### config.mk
export PLATFORM = sky130hd
export DESIGN_NAME = pic32_spi_slave
export DESIGN_NICKNAME = d
export VERILOG_FILES = /design/src/rtl/pic32_spi_slave.sv
export SDC_FILE = /design/constraint.sdc
export NUM_CORES = 1
export LEC_CHECK = 0
export CAP_MARGIN = 20
export CORE_MARGIN = 5
export CORE_UTILIZATION = 40
export CTS_CLUSTER_SIZE = 8
export DETAILED_ROUTE_END_ITERATION = 12
export SLEW_MARGIN = 10
export SYNTH_ARGS = -nofsm -noshare
export SYNTH_HDL_FRONTEND = slang
export SYNTH_SLANG_ARGS = --single-unit
### constraint.sdc
create_clock -name clk -period 9.3 [get_ports clk]
set_input_delay 1.395 -clock clk [delete_from_list [all_inputs] [get_ports clk]]
set_output_delay 1.395 -clock clk [all_outputs]
set_load 0.02 [all_outputs]
### src/rtl/pic32_spi_slave.sv
// Mode-0 SPI slave giving the PIC32 and the Nios (Avalon-MM) shared access to a 32-bit mailbox bank.
// Define PIC32_SPI_AUTOINC_EN for multi-word bursts with an auto-incrementing address.
module pic32_spi_slave #(
    parameter int ADDR_W      = 3,
    parameter int SYNC_STAGES = 2
) (
    input  logic              clk,
    input  logic              reset,
    input  logic              spi_sclk,
    input  logic              spi_cs,
    input  logic              spi_sdi,
    output logic              spi_sdo,
    output logic              spi_sdo_oe,
    output logic              spi_sint,
    input  logic [ADDR_W-1:0] avs_address,
    input  logic              avs_read,
    input  logic              avs_write,
    input  logic [31:0]       avs_writedata,
    output logic [31:0]       avs_readdata,
    output logic              irq
);
    localparam int NREGS = 1 << ADDR_W;

    typedef enum logic [2:0] {IDLE, CMD, DATA, COMMIT, DONE} state_t;

    state_t                 state_q, state_d;
    logic [SYNC_STAGES-1:0] sclk_sync_q, sclk_sync_d;
    logic [SYNC_STAGES-1:0] cs_sync_q, cs_sync_d;
    logic [SYNC_STAGES-1:0] sdi_sync_q, sdi_sync_d;
    logic                   sclk_prev_q, cs_prev_q;
    logic [4:0]             bit_cnt_q, bit_cnt_d;
    logic [31:0]            shift_q, shift_d;
    logic [31:0]            shadow_q, shadow_d;
    logic                   rw_q, rw_d;
    logic [ADDR_W-1:0]      addr_q, addr_d;
    logic                   sdo_q, sdo_d;
    logic                   sint_q, sint_d;
    logic                   irq_q, irq_d;
    logic [31:0]            rdata_q, rdata_d;
    logic [31:0]            regs_q [NREGS];
    logic [31:0]            regs_d [NREGS];

    logic        sclk_s, cs_s, sdi_s, rise, fall, cs_fall, commit_en;
    logic [31:0] sdi_word;

    always_comb begin
        sclk_sync_d = {sclk_sync_q[SYNC_STAGES-2:0], spi_sclk};
        cs_sync_d   = {cs_sync_q[SYNC_STAGES-2:0], spi_cs};
        sdi_sync_d  = {sdi_sync_q[SYNC_STAGES-2:0], spi_sdi};
    end

    assign sclk_s   = sclk_sync_q[SYNC_STAGES-1];
    assign cs_s     = cs_sync_q[SYNC_STAGES-1];
    assign sdi_s    = sdi_sync_q[SYNC_STAGES-1];
    assign rise     = sclk_s & ~sclk_prev_q;
    assign fall     = ~sclk_s & sclk_prev_q;
    assign cs_fall  = ~cs_s & cs_prev_q;
    assign sdi_word = {shift_q[30:0], sdi_s};
    assign commit_en = (state_q == COMMIT);

    always_comb begin
        state_d   = state_q;
        bit_cnt_d = bit_cnt_q;
        shift_d   = shift_q;
        shadow_d  = shadow_q;
        rw_d      = rw_q;
        addr_d    = addr_q;
        sdo_d     = sdo_q;
        case (state_q)
            IDLE: begin
                sdo_d = 1'b0;
                if (cs_fall) begin
                    state_d   = CMD;
                    bit_cnt_d = '0;
                end
            end
            CMD: begin
                sdo_d = 1'b0;
                if (cs_s) begin
                    state_d = IDLE;
                end else if (rise) begin
                    shift_d   = sdi_word;
                    bit_cnt_d = bit_cnt_q + 5'd1;
                    if (bit_cnt_q == 5'd7) begin
                        rw_d      = sdi_word[7];
                        addr_d    = sdi_word[ADDR_W-1:0];
                        shadow_d  = regs_q[sdi_word[ADDR_W-1:0]];
                        bit_cnt_d = '0;
                        state_d   = DATA;
                    end
                end
            end
            DATA: begin
                if (cs_s) begin
                    state_d = IDLE;
                    sdo_d   = 1'b0;
                end else begin
                    if (fall && !rw_q) begin
                        sdo_d    = shadow_q[31];
                        shadow_d = {shadow_q[30:0], 1'b0};
                    end
                    if (rise) begin
                        shift_d   = sdi_word;
                        bit_cnt_d = bit_cnt_q + 5'd1;
                        if (bit_cnt_q == 5'd31) begin
                            bit_cnt_d = '0;
                            state_d   = COMMIT;
                        end
                    end
                end
            end
            COMMIT: begin
`ifdef PIC32_SPI_AUTOINC_EN
                // Next word of the burst; reload the shadow before its first fall.
                addr_d  = addr_q + 1'b1;
                state_d = DATA;
                if (!rw_q) begin
                    shadow_d = regs_q[addr_q + 1'b1];
                end
`else
                state_d = DONE;
`endif
            end
            DONE: begin
                sdo_d = 1'b0;
                if (cs_s) begin
                    state_d = IDLE;
                end
            end
            default: state_d = IDLE;
        endcase
    end

    // Ordering gives Avalon writes priority over SPI commits, and sets priority over clears.
    always_comb begin
        regs_d  = regs_q;
        sint_d  = sint_q;
        irq_d   = irq_q;
        rdata_d = rdata_q;
        if (commit_en) begin
            if (rw_q) begin
                regs_d[addr_q] = shift_q;
            end else if (addr_q == '0) begin
                sint_d = 1'b0;
            end
        end
        if (avs_read) begin
            rdata_d = regs_q[avs_address];
            if (avs_address == ADDR_W'(1)) begin
                irq_d = 1'b0;
            end
        end
        if (commit_en && rw_q && addr_q == ADDR_W'(1)) begin
            irq_d = 1'b1;
        end
        if (avs_write) begin
            regs_d[avs_address] = avs_writedata;
            if (avs_address == '0) begin
                sint_d = 1'b1;
            end
        end
    end

    always_ff @(posedge clk) begin
        if (reset) begin
            state_q     <= IDLE;
            bit_cnt_q   <= '0;
            sclk_sync_q <= '0;
            cs_sync_q   <= '1;
            sclk_prev_q <= 1'b0;
            cs_prev_q   <= 1'b1;
            sdo_q       <= 1'b0;
            sint_q      <= 1'b0;
            irq_q       <= 1'b0;
            rdata_q     <= '0;
            for (int i = 0; i < NREGS; i++) begin
                regs_q[i] <= '0;
            end
        end else begin
            state_q     <= state_d;
            bit_cnt_q   <= bit_cnt_d;
            sclk_sync_q <= sclk_sync_d;
            cs_sync_q   <= cs_sync_d;
            sclk_prev_q <= sclk_s;
            cs_prev_q   <= cs_s;
            sdo_q       <= sdo_d;
            sint_q      <= sint_d;
            irq_q       <= irq_d;
            rdata_q     <= rdata_d;
            regs_q      <= regs_d;
        end
    end

    always_ff @(posedge clk) begin
        sdi_sync_q <= sdi_sync_d;
        shift_q    <= shift_d;
        shadow_q   <= shadow_d;
        rw_q       <= rw_d;
        addr_q     <= addr_d;
    end

    assign spi_sdo      = sdo_q;
    assign spi_sdo_oe   = ~cs_s;
    assign spi_sint     = sint_q;
    assign irq          = irq_q;
    assign avs_readdata = rdata_q;
endmodule

==> results of run 1 <==
==> where the power goes <==
| group | internal (W) | switching, W |
|---|---|---|
| Clock | 0.00106 | 0.000715 |
| Combinational | 0.000135 | 0.000176 |
| Sequential | 0.00170 | 0.0000454 |
| Total | 0.00289 | 0.000936 |
==> metrics by stage <==
stage,hold slack (ns),total power (W)
floorplan,0.310,0.00199
global route,0.341,0.00395
finish,0.328,0.00383
global placement,0.316,0.00208
CTS,0.333,0.00386
detailed placement,0.320,0.00209
==> synthesized netlist by cell type (28+ instances only) <==
| master | n |
|---|---|
| a311oi_1 | 246 |
| clkbuf_2 | 32 |
| o21ai_0 | 34 |
| buf_2 | 62 |
| a211oi_1 | 33 |
| dfxtp_1 | 307 |
| buf_6 | 29 |
| buf_4 | 28 |
| mux4_2 | 128 |
| nor2_1 | 296 |
| clkbuf_1 | 101 |
| edfxtp_1 | 68 |
| mux2i_1 | 64 |
| nand2_1 | 547 |
==> worst max-delay path by stage <==
| stage | startpoint | endpoint | cells after the start |
|---|---|---|---|
| after floorplan | state_q[0] | shift_q[0] | 4 |
| after global placement | avs_address[0] | regs_q[56] | 6 |
| after detailed placement | avs_address[0] | regs_q[46] | 6 |
| after CTS | avs_address[0] | regs_q[46] | 6 |
| after global routing | avs_address[0] | regs_q[46] | 6 |
| final | avs_address[0] | regs_q[46] | 6 |
==> cell families (layout without fill, tap and decap cells) <==
| kind of cell | after synthesis | after routing | synth area share (%) |
|---|---|---|---|
| compound gates | 354 | 354 | 14.8 |
| xor+xnor | 1 | 1 | 0.0443 |
| fa+ha+maj | 2 | 2 | 0.127 |
| buf+inv | 268 | 210 | 7.31 |
| flops | 375 | 375 | 41.4 |
| mux | 193 | 193 | 17.9 |
| simple gates | 904 | 904 | 18.4 |
==> final cells by class <==
| class | instances | area share, % |
|---|---|---|
| Timing Repair Buffer | 114 | 4.97 |
| Multi-Input combinational cell | 1454 | 46.8 |
| Inverter | 3 | 0.0517 |
| Tap cell | 664 | 3.81 |
| Clock buffer | 93 | 6.78 |
| Sequential cell | 375 | 37.6 |
==> per-layer routing <==
layer | global-route usage (%) | wire, um
met5 | 0 | 0
met4 | 8.47 | 1900
met3 | 3.74 | 5590
met2 | 37.6 | 30100
met1 | 31.1 | 26100
==> state kept, by name (all words and copies together), names as in the netlist <==
| signal | count |
|---|---|
| cs_prev_q | 1 |
| spi_sint | 1 |
| sclk_prev_q | 1 |
| regs_q | 256 |
| state_q | 3 |
| cs_sync_q | 2 |
| addr_q | 3 |
| sclk_sync_q | 2 |
| spi_sdo | 1 |
| avs_readdata | 32 |
| bit_cnt_q | 5 |
| rw_q | 1 |
| sdi_sync_q | 2 |
| irq | 1 |
| shift_q | 32 |
| shadow_q | 32 |
==> cells in the final DEF (no fill, tap or decap), types with 6 or more instances in the layout <==
cell type / Yosys / routed
nand2_1: 547 / 546
mux4_2: 128 / 128
a311oi_1: 246 / 246
nor2_1: 296 / 296
mux2i_1: 64 / 64
clkdlybuf4s50_1: 0 / 72
a211oi_1: 33 / 32
nand2b_1: 7 / 7
o21ai_0: 34 / 34
a311oi_2: 10 / 10
a21oi_1: 14 / 13
clkbuf_16: 0 / 53
edfxtp_1: 68 / 68
dfxtp_1: 307 / 306
clkbuf_1: 101 / 40
nor3_4: 6 / 6
buf_4: 28 / 35
or3_1: 6 / 6
==> metrics, run 1 <==
number of diodes 0; ANT nets after route 0; clk sinks 375; first-pass GRT wire length 97.9 mm; Mapped Area 19,800 um2; CP Capture Type flop; Post-Layout Inst Area 21,800 um2; Yosys top cell by area dfxtp_1; average wire per standard cell 23.6 um; WHS Path Cells 0; DRC viols 0; final worst slack 5.23 ns; Hold Crit Start sdi_sync_q[0]; post-synth cell types 54; Non-Filler Instances 2,703; Synth Warn # 0; initial core utilization 40.4%; Setup crit start kind input port; worst r2r dst regs_q[86]; Core Footprint 49,000 um2; fillers 4,610; worst-margin pin slew 1.11 ns; CTS tree yes; final core utilization 44.5%; pre-CTS WS 4.62 ns; GPL Wtd Cong 0.806; cell family with most CP delay buffers and inverters; worst rel slew slack 25.9%; multi-input logic area 10,200 um2; HPWL after DPL 35.5 mm; Max Clock Skew 0.0225 ns; maximum vdd drop 0.132 mV; # IOs 78; CTS Buffer Depth 3; number of global-route vias before repair 16,362; Max Clock Freq 0.245 GHz; WL final 63.7 mm; Cell Chain, Critical Path buf_4 > buf_4 > nand4b_1 > buf_4 > nor2_1 > a311oi_1; Data arrival, critical path 4.54 ns; post-cts resize count 0; final hold viol count 0; Worst R2R Path Depth 5; clock-pin slew on the worst setup and hold paths 0.05 ns; critical path's largest stage delay 0.73 ns; hold endpoint sdi_sync_q[1]; via count 16,711; fin crit share 43.8%; layout cells sized above 1 12.8%; H-tree depth 2; Final Slew Violations 0; final setup vio count 0; Layout Area Growth over Synthesis 10.2%; register-to-register path setup slack 5.99 ns; Syn Area/Cell 9.43 um2; worst flop-to-flop path startpoint state_q[0]; fin nets 2,044; Pleak 7.04 nW; Slowest-stage cell, CP nand4b_1; max_cap viols 0; CTS root buf clkbuf_16; IO Port Bufs 77; GRT overflow 0; cell count after placement 2,608; Cells after Synth 2,097; number of flops mapped to enable cells by yosys 68; Clock Latency Late Sink 0.59 ns; GR Util All Layers 23.0%; crit path kind input port to flop; Die Height 232 um; cell area power density 176 nW/um2; Synth area leaders dfxtp_1 (31%), mux4_2 (15%), a311oi_1 (11%), nand2_1 (10%), edfxtp_1 (10%); number of DRC markers in iteration 0 1,732; Post-CTS Repair Setup Buffers 0; WP buf/inv 3; DP Area 20,300 um2; clock buffer count from CTS 52; largest net degree at the start of global routing 213; Setup TNS 0 ns; critical path's most frequent cell buf_4; min cycle time layout 4.07 ns; Syn Nets 2,141; FP Rows 81; ys flop type dfxtp_1; status complete, no violations; initial antenna violation count 0; RSZ-0062 raised after global routing false; sequential area share after synthesis 41.4%; Die X 232 um; Post-synth ARST share 0%; CP max FO 44; Reg area 8190 um2; post-cts hold buffer count 0; die footprint 54,000 um2; drt first pass iters 6; drt via density 6.18; post-synth top area share 31.1%; worst hold path type flop to flop; Worst Path Required 9.76 ns; FF+latch count, synth 375
(Power assumes the default switching activity.)
==> inputs of run 2 (changes only) <==
==> constraint.sdc (replaced) <==
create_clock -name clk -period 3.3 [get_ports clk]
set_input_delay 0.495 -clock clk [delete_from_list [all_inputs] [get_ports clk]]
set_output_delay 0.495 -clock clk [all_outputs]
set_load 0.02 [all_outputs]
==> run 2 against run 1 <==
  * Final area grew 0.96%
  * Clock skew shrank 0.0087 ns
  * Clock power grew to 2.8 times the previous value
  * Cell count grew 0.59%
  * Register-to-register slack lost 5.4 ns
  * Total power grew to 2.8 times the previous value
  * Critical path type is now flop to flop
  * Critical endpoint is now shadow_q[18]
  * Largest power group unchanged
==> metrics, run 2 (same netlist as run 1, synthesis figures left out) <==
first-pass GRT wire length 97.6 mm (-0.33%); number of global-route vias before repair 16,330 (-0.20%); number of DRC markers in iteration 0 1,665 (-3.9%); clock buffer count from CTS 52 (unchanged); Hold Crit Start sdi_sync_q[0]; worst-margin pin slew 1.10 ns (-0.00643 ns); post-cts hold buffer count 0 (unchanged); IO Port Bufs 77 (unchanged); P_int 0.00816 W (+180%); register-to-register path setup slack 0.63 ns (-5.36 ns); CTS Buffer Depth 3 (unchanged); Die Height 232 um (unchanged); CP Capture Type flop; GR Util All Layers 22.9% (-0.17 points); WHS Path Cells 0 (unchanged); initial core utilization 40.4% (unchanged); FP Rows 81 (unchanged); leading cell type in the layout, fill and taps excluded nand2_1; fin crit share 81.1%; number of diodes 0 (unchanged); min cycle time layout 2.67 ns; final hold viol count 0 (unchanged); max_cap viols 0 (unchanged); RSZ-0062 raised after global routing false; most frequent cells in the layout nand2_1 (546), dfxtp_1 (306), nor2_1 (296); GPL Wtd Cong 0.815 (+1.1%); WL final 62.8 mm (-1.4%); post-cts resize count 0 (unchanged); final setup vio count 0 (unchanged); HPWL after DPL 36.9 mm (+4.0%); H-tree depth 2 (unchanged); Clock power frac 45.9% (-0.3 points); Largest Register regs_q; Cell Chain, Critical Path or3b_1 > or3b_1 > a21oi_4 > buf_4; layout cells sized above 1 13.5% (+0.78 points); DRC viols 0 (unchanged); Clock Latency Late Sink 0.57 ns (-0.02 ns); Pleak 7.16 nW (+1.7%); pre-CTS WS 0.652 ns (-3.97 ns); cell area power density 490 nW/um2 (+180%); CTS tree yes; Sequential Power Share 45.7% (about the same); Data arrival, critical path 2.87 ns (-1.67 ns); average wire per standard cell 23.1 um (-2.0%); CP max FO 32 (-27%); Post-CTS Repair Setup Buffers 0 (unchanged); drt via density 6.12 (-1.0%); hold endpoint sdi_sync_q[1]; Die X 232 um (unchanged); Max Clock Freq 0.374 GHz; ANT nets after route 0 (unchanged); Switching Share 24.3% (-0.18 points); worst hold path type flop to flop; Setup TNS 0 ns (unchanged); Setup crit start kind flop; die footprint 54,000 um2 (unchanged); largest net degree at the start of global routing 104 (-51%); Final Slew Violations 0 (unchanged); Core Footprint 49,000 um2 (unchanged); fillers 4,568 (-0.91%); Net Sw Power 0.00261 W (+180%); initial antenna violation count 1 (+1); Slowest-stage cell, CP dfxtp_1; Comb pwr share 8.4% (+0.3 points); final worst slack 0.625 ns (-4.60 ns); via count 16,634 (-0.46%); fin nets 2,063 (+0.93%); max reg flops 256 (unchanged); crit path kind flop to flop; GRT overflow 0 (unchanged); Worst Path Required 3.50 ns (-6.26 ns); status complete, no violations; # IOs 78 (unchanged); worst rel slew slack 26.5% (+0.58 points); Max Clock Skew 0.0138 ns (-0.00870 ns); clock-pin slew on the worst setup and hold paths 0.05 ns (about the same); worst r2r dst shadow_q[18]; clk sinks 375 (unchanged); Worst R2R Path Depth 4 (-1); maximum vdd drop 0.376 mV (+190%); CTS root buf clkbuf_16; worst flop-to-flop path startpoint state_q[0]; drt first pass iters 6 (unchanged); Layout Area Growth over Synthesis 11.2%; critical path's most frequent cell or3b_1; critical path's largest stage delay 0.66 ns (-0.07 ns)
-- run 2: how the worst max path moves through the flow --
stage	depth (start not counted)	from	endpoint
2_1_floorplan	4	state_q[0]	shift_q[0]
3_3_place_gp	4	state_q[0]	shadow_q[12]
3_5_place_dp	4	state_q[0]	shadow_q[17]
4_1_cts	4	state_q[0]	shadow_q[13]
5_1_grt	5	bit_cnt_q[0]	shadow_q[13]
6_report	4	state_q[0]	shadow_q[18]
-- run 2: layer usage --
| layer | routed length, um | vias up | GRT usage, % |
|---|---|---|---|
| li1 | - | 7445 | - |
| met1 | 26700 | 8246 | 31.8 |
| met2 | 29000 | 798 | 36.6 |
| met3 | 5180 | 143 | 3.56 |
| met4 | 1870 | 2 | 7.79 |
| met5 | 13 | - | 0 |
-- run 2: layout make-up --
cell class / count / area [um2] / share of cell area [%]
timing repair buffer: 133 / 1310 / 5.94
clock buffer: 90 / 1470 / 6.66
inverter: 3 / 11.3 / 0.0512
multi-input combinational: 1454 / 10200 / 46.3
tap: 664 / 831 / 3.78
sequential: 375 / 8190 / 37.2
-- run 2: worst max-delay path, delay by kind of cell, from the launching register on --
| family | cells | cell delay [ns] |
|---|---|---|
| flip-flops | 1 | 0.66 |
| AO/OA/AOI/OAI | 1 | 0.16 |
| buffers and inverters | 1 | 0.43 |
| AND/OR/NAND/NOR | 2 | 1.03 |
-- run 2: power by group through the flow --
stage / sequential [W] / clock, W / combinational [W]
after floorplan: 0.00499 / 0 / 0.000625
after global placement: 0.00500 / 0 / 0.000880
after detailed placement: 0.00502 / 0 / 0.000898
after CTS: 0.00492 / 0.00502 / 0.000901
after global routing: 0.00494 / 0.00524 / 0.000972
final: 0.00493 / 0.00494 / 0.000904
-- run 2: metrics by stage --
| step | power, W | area, um2 | utilization [%] | cells | hold slack, ns |
|---|---|---|---|---|---|
| final | 0.0108 | 22000 | 44.9 | 2719 | 0.336 |
| after global routing | 0.0111 | 22000 | 44.9 | 2719 | 0.337 |
| after CTS | 0.0108 | 22000 | 44.9 | 2719 | 0.335 |
| after detailed placement | 0.00591 | 20500 | 41.9 | 2629 | 0.321 |
| after global placement | 0.00588 | 20500 | 41.9 | 2629 | 0.317 |
| after floorplan | 0.00561 | 19800 | - | 2097 | 0.310 |
==> inputs of run 3 (changes only) <==
==> constraint.sdc (replaced) <==
create_clock -name clk -period 2.42 [get_ports clk]
set_input_delay 0.363 -clock clk [delete_from_list [all_inputs] [get_ports clk]]
set_output_delay 0.363 -clock clk [all_outputs]
set_load 0.02 [all_outputs]
==> run 3 against run 2 <==
  * Total power is 38% higher
  * Critical endpoint is now shadow_q[27]
  * Die area stayed put
  * Critical path depth is 1 higher
  * Highest routed layer unchanged
  * Largest power group unchanged
==> metrics, run 3 (same netlist as run 1, synthesis figures left out) <==
Setup crit start kind flop; IO Port Bufs 77 (unchanged); CP max FO 32 (unchanged); number of diodes 0 (unchanged); register-to-register path setup slack 0.19 ns (-0.43 ns); DRC viols 0 (unchanged); CP Capture Type flop; Post-CTS Repair Setup Buffers 0 (unchanged); status complete, no violations; drt via density 6.16 (+0.66%); first-pass GRT wire length 99.4 mm (+1.8%); hold endpoint sdi_sync_q[0]; average wire per standard cell 23.3 um (+0.88%); number of global-route vias before repair 16,816 (+3.0%); clk sinks 375 (unchanged); cell count after placement 2,654 (+0.95%); H-tree depth 2 (unchanged); WHS Path Cells 1 (+1); number of DRC markers in iteration 0 1,813 (+8.9%); Non-Filler Instances 2,743 (+0.88%); Max Clock Freq 0.449 GHz (+20%); crit path kind flop to flop; worst hold path type input port to flop; Data arrival, critical path 2.49 ns (-0.38 ns); ANT nets after route 0 (unchanged); Die X 232 um (unchanged); fillers 4,491 (-1.7%); Hold Crit Start spi_sdi; final hold slack 0.233 ns (-0.103 ns); Max Clock Skew 0.0282 ns (+0.0144 ns); cell area power density 662 nW/um2 (+35%); drt first pass iters 5 (-1); Pleak 7.36 nW (+2.9%); CTS tree yes; worst rel slew slack 47.5% (+21 points); final hold viol count 0 (unchanged); worst-margin pin slew 0.787 ns (-0.314 ns); layout cells sized above 1 14.8% (+1.2 points); CTS Buffer Depth 3 (unchanged); leading cell type in the layout, fill and taps excluded nand2_1; initial core utilization 40.4% (unchanged); Core Footprint 49,000 um2 (unchanged); initial antenna violation count 2 (+1); Worst R2R Path Depth 5 (+1); largest net degree at the start of global routing 102 (-1.9%); P_int 0.0112 W (+37%); post-cts resize count 0 (unchanged); fin nets 2,088 (+1.2%); RSZ-0062 raised after global routing false; maximum vdd drop 0.501 mV (+33%); Reg area 8190 um2 (about the same); clock buffer count from CTS 52 (unchanged); HPWL after DPL 38.6 mm (+4.6%); clock-pin slew on the worst setup and hold paths 0.05 ns (about the same); Final Slew Violations 0 (unchanged); most frequent cells in the layout nand2_1 (546), dfxtp_1 (305), nor2_1 (296); GR Util All Layers 23.3% (+0.46 points); Switching Share 24.4% (+0.17 points); Sequential Power Share 45.2% (-0.5 points); worst flop-to-flop path startpoint bit_cnt_q[0]; WL final 63.9 mm (+1.8%); GPL Wtd Cong 0.830 (+1.8%); # IOs 78 (unchanged); Clock power frac 46.2% (+0.3 points); Clock Latency Late Sink 0.60 ns (+0.03 ns); post-cts hold buffer count 0 (unchanged); min cycle time layout 2.23 ns (-0.447 ns); FP Rows 81 (unchanged); final setup vio count 0 (unchanged); Layout Area Growth over Synthesis 13.5%; via count 16,892 (+1.6%); Die Height 232 um (unchanged); GRT overflow 0 (unchanged); worst r2r dst shadow_q[27]; Net Sw Power 0.00363 W (+39%); CTS root buf clkbuf_16; Worst Path Required 2.69 ns (-0.81 ns); die footprint 54,000 um2 (unchanged); Largest Register regs_q; Comb pwr share 8.6% (+0.2 points); max reg flops 256 (unchanged); multi-input logic area 10,200 um2 (about the same); Setup TNS 0 ns (unchanged); max_cap viols 0 (unchanged); fin crit share 92.1% (+11 points)
==> run 3: critical path, cell delays in order (launching register included) <==
cell and delay [ns]:
dfxtp_1 0.37, ha_1 0.22, nor4bb_2 0.43, or3b_1 0.47
a21oi_4 0.18, buf_12 0.24
==> run 3: stage by stage <==
step | total power [W] | area (um2) | utilization (%) | setup slack, ns
floorplan | 0.00766 | 19800 | - | 0.0260
global placement | 0.00806 | 20900 | 42.8 | 0.191
detailed placement | 0.00810 | 20900 | 42.8 | 0.187
CTS | 0.0149 | 22400 | 45.8 | 0.0506
global route | 0.0153 | 22400 | 45.8 | 0.0572
finish | 0.0148 | 22400 | 45.8 | 0.192
==> run 3: worst max-delay path by stage <==
stage                       from           end  slack [ns]  depth (start not counted)
floorplan             state_q[0]   shadow_q[0]        0.03                          5
detailed placement  bit_cnt_q[0]  shadow_q[13]        0.19                          5
CTS                 cs_sync_q[1]    spi_sdo_oe        0.05                          2
finish              bit_cnt_q[0]  shadow_q[27]        0.19                          5
global route        bit_cnt_q[0]  shadow_q[27]        0.06                          5
global placement    bit_cnt_q[0]  shadow_q[12]        0.19                          5
==> run 3: final cells by class <==
| cell class | count | area share [%] |
|---|---|---|
| clock buffer | 88 | 6.59 |
| clock inverter | 1 | 0.0725 |
| inverter | 3 | 0.0502 |
| multi-input combinational | 1454 | 45.5 |
| sequential | 375 | 36.5 |
| tap | 664 | 3.70 |
| timing repair buffer | 158 | 7.61 |
==> run 3: power by group through the flow <==
stage	clock, W	sequential (W)	combinational (W)
final	0.00686	0.00671	0.00128
after detailed placement	0	0.00683	0.00128
after CTS	0.00696	0.00670	0.00128
after floorplan	0	0.00680	0.000855
after global placement	0	0.00681	0.00125
after global routing	0.00722	0.00673	0.00138
==> run 3: routing by layer <==
layer / GRT usage (%) / vias up / part of all wire (%)
met5: 0 / - / 0.020
met2: 37.3 / 842 / 46
li1: - / 7506 / -
met1: 32.1 / 8400 / 41
met4: 8.29 / 2 / 2.9
met3: 4.06 / 142 / 9.6
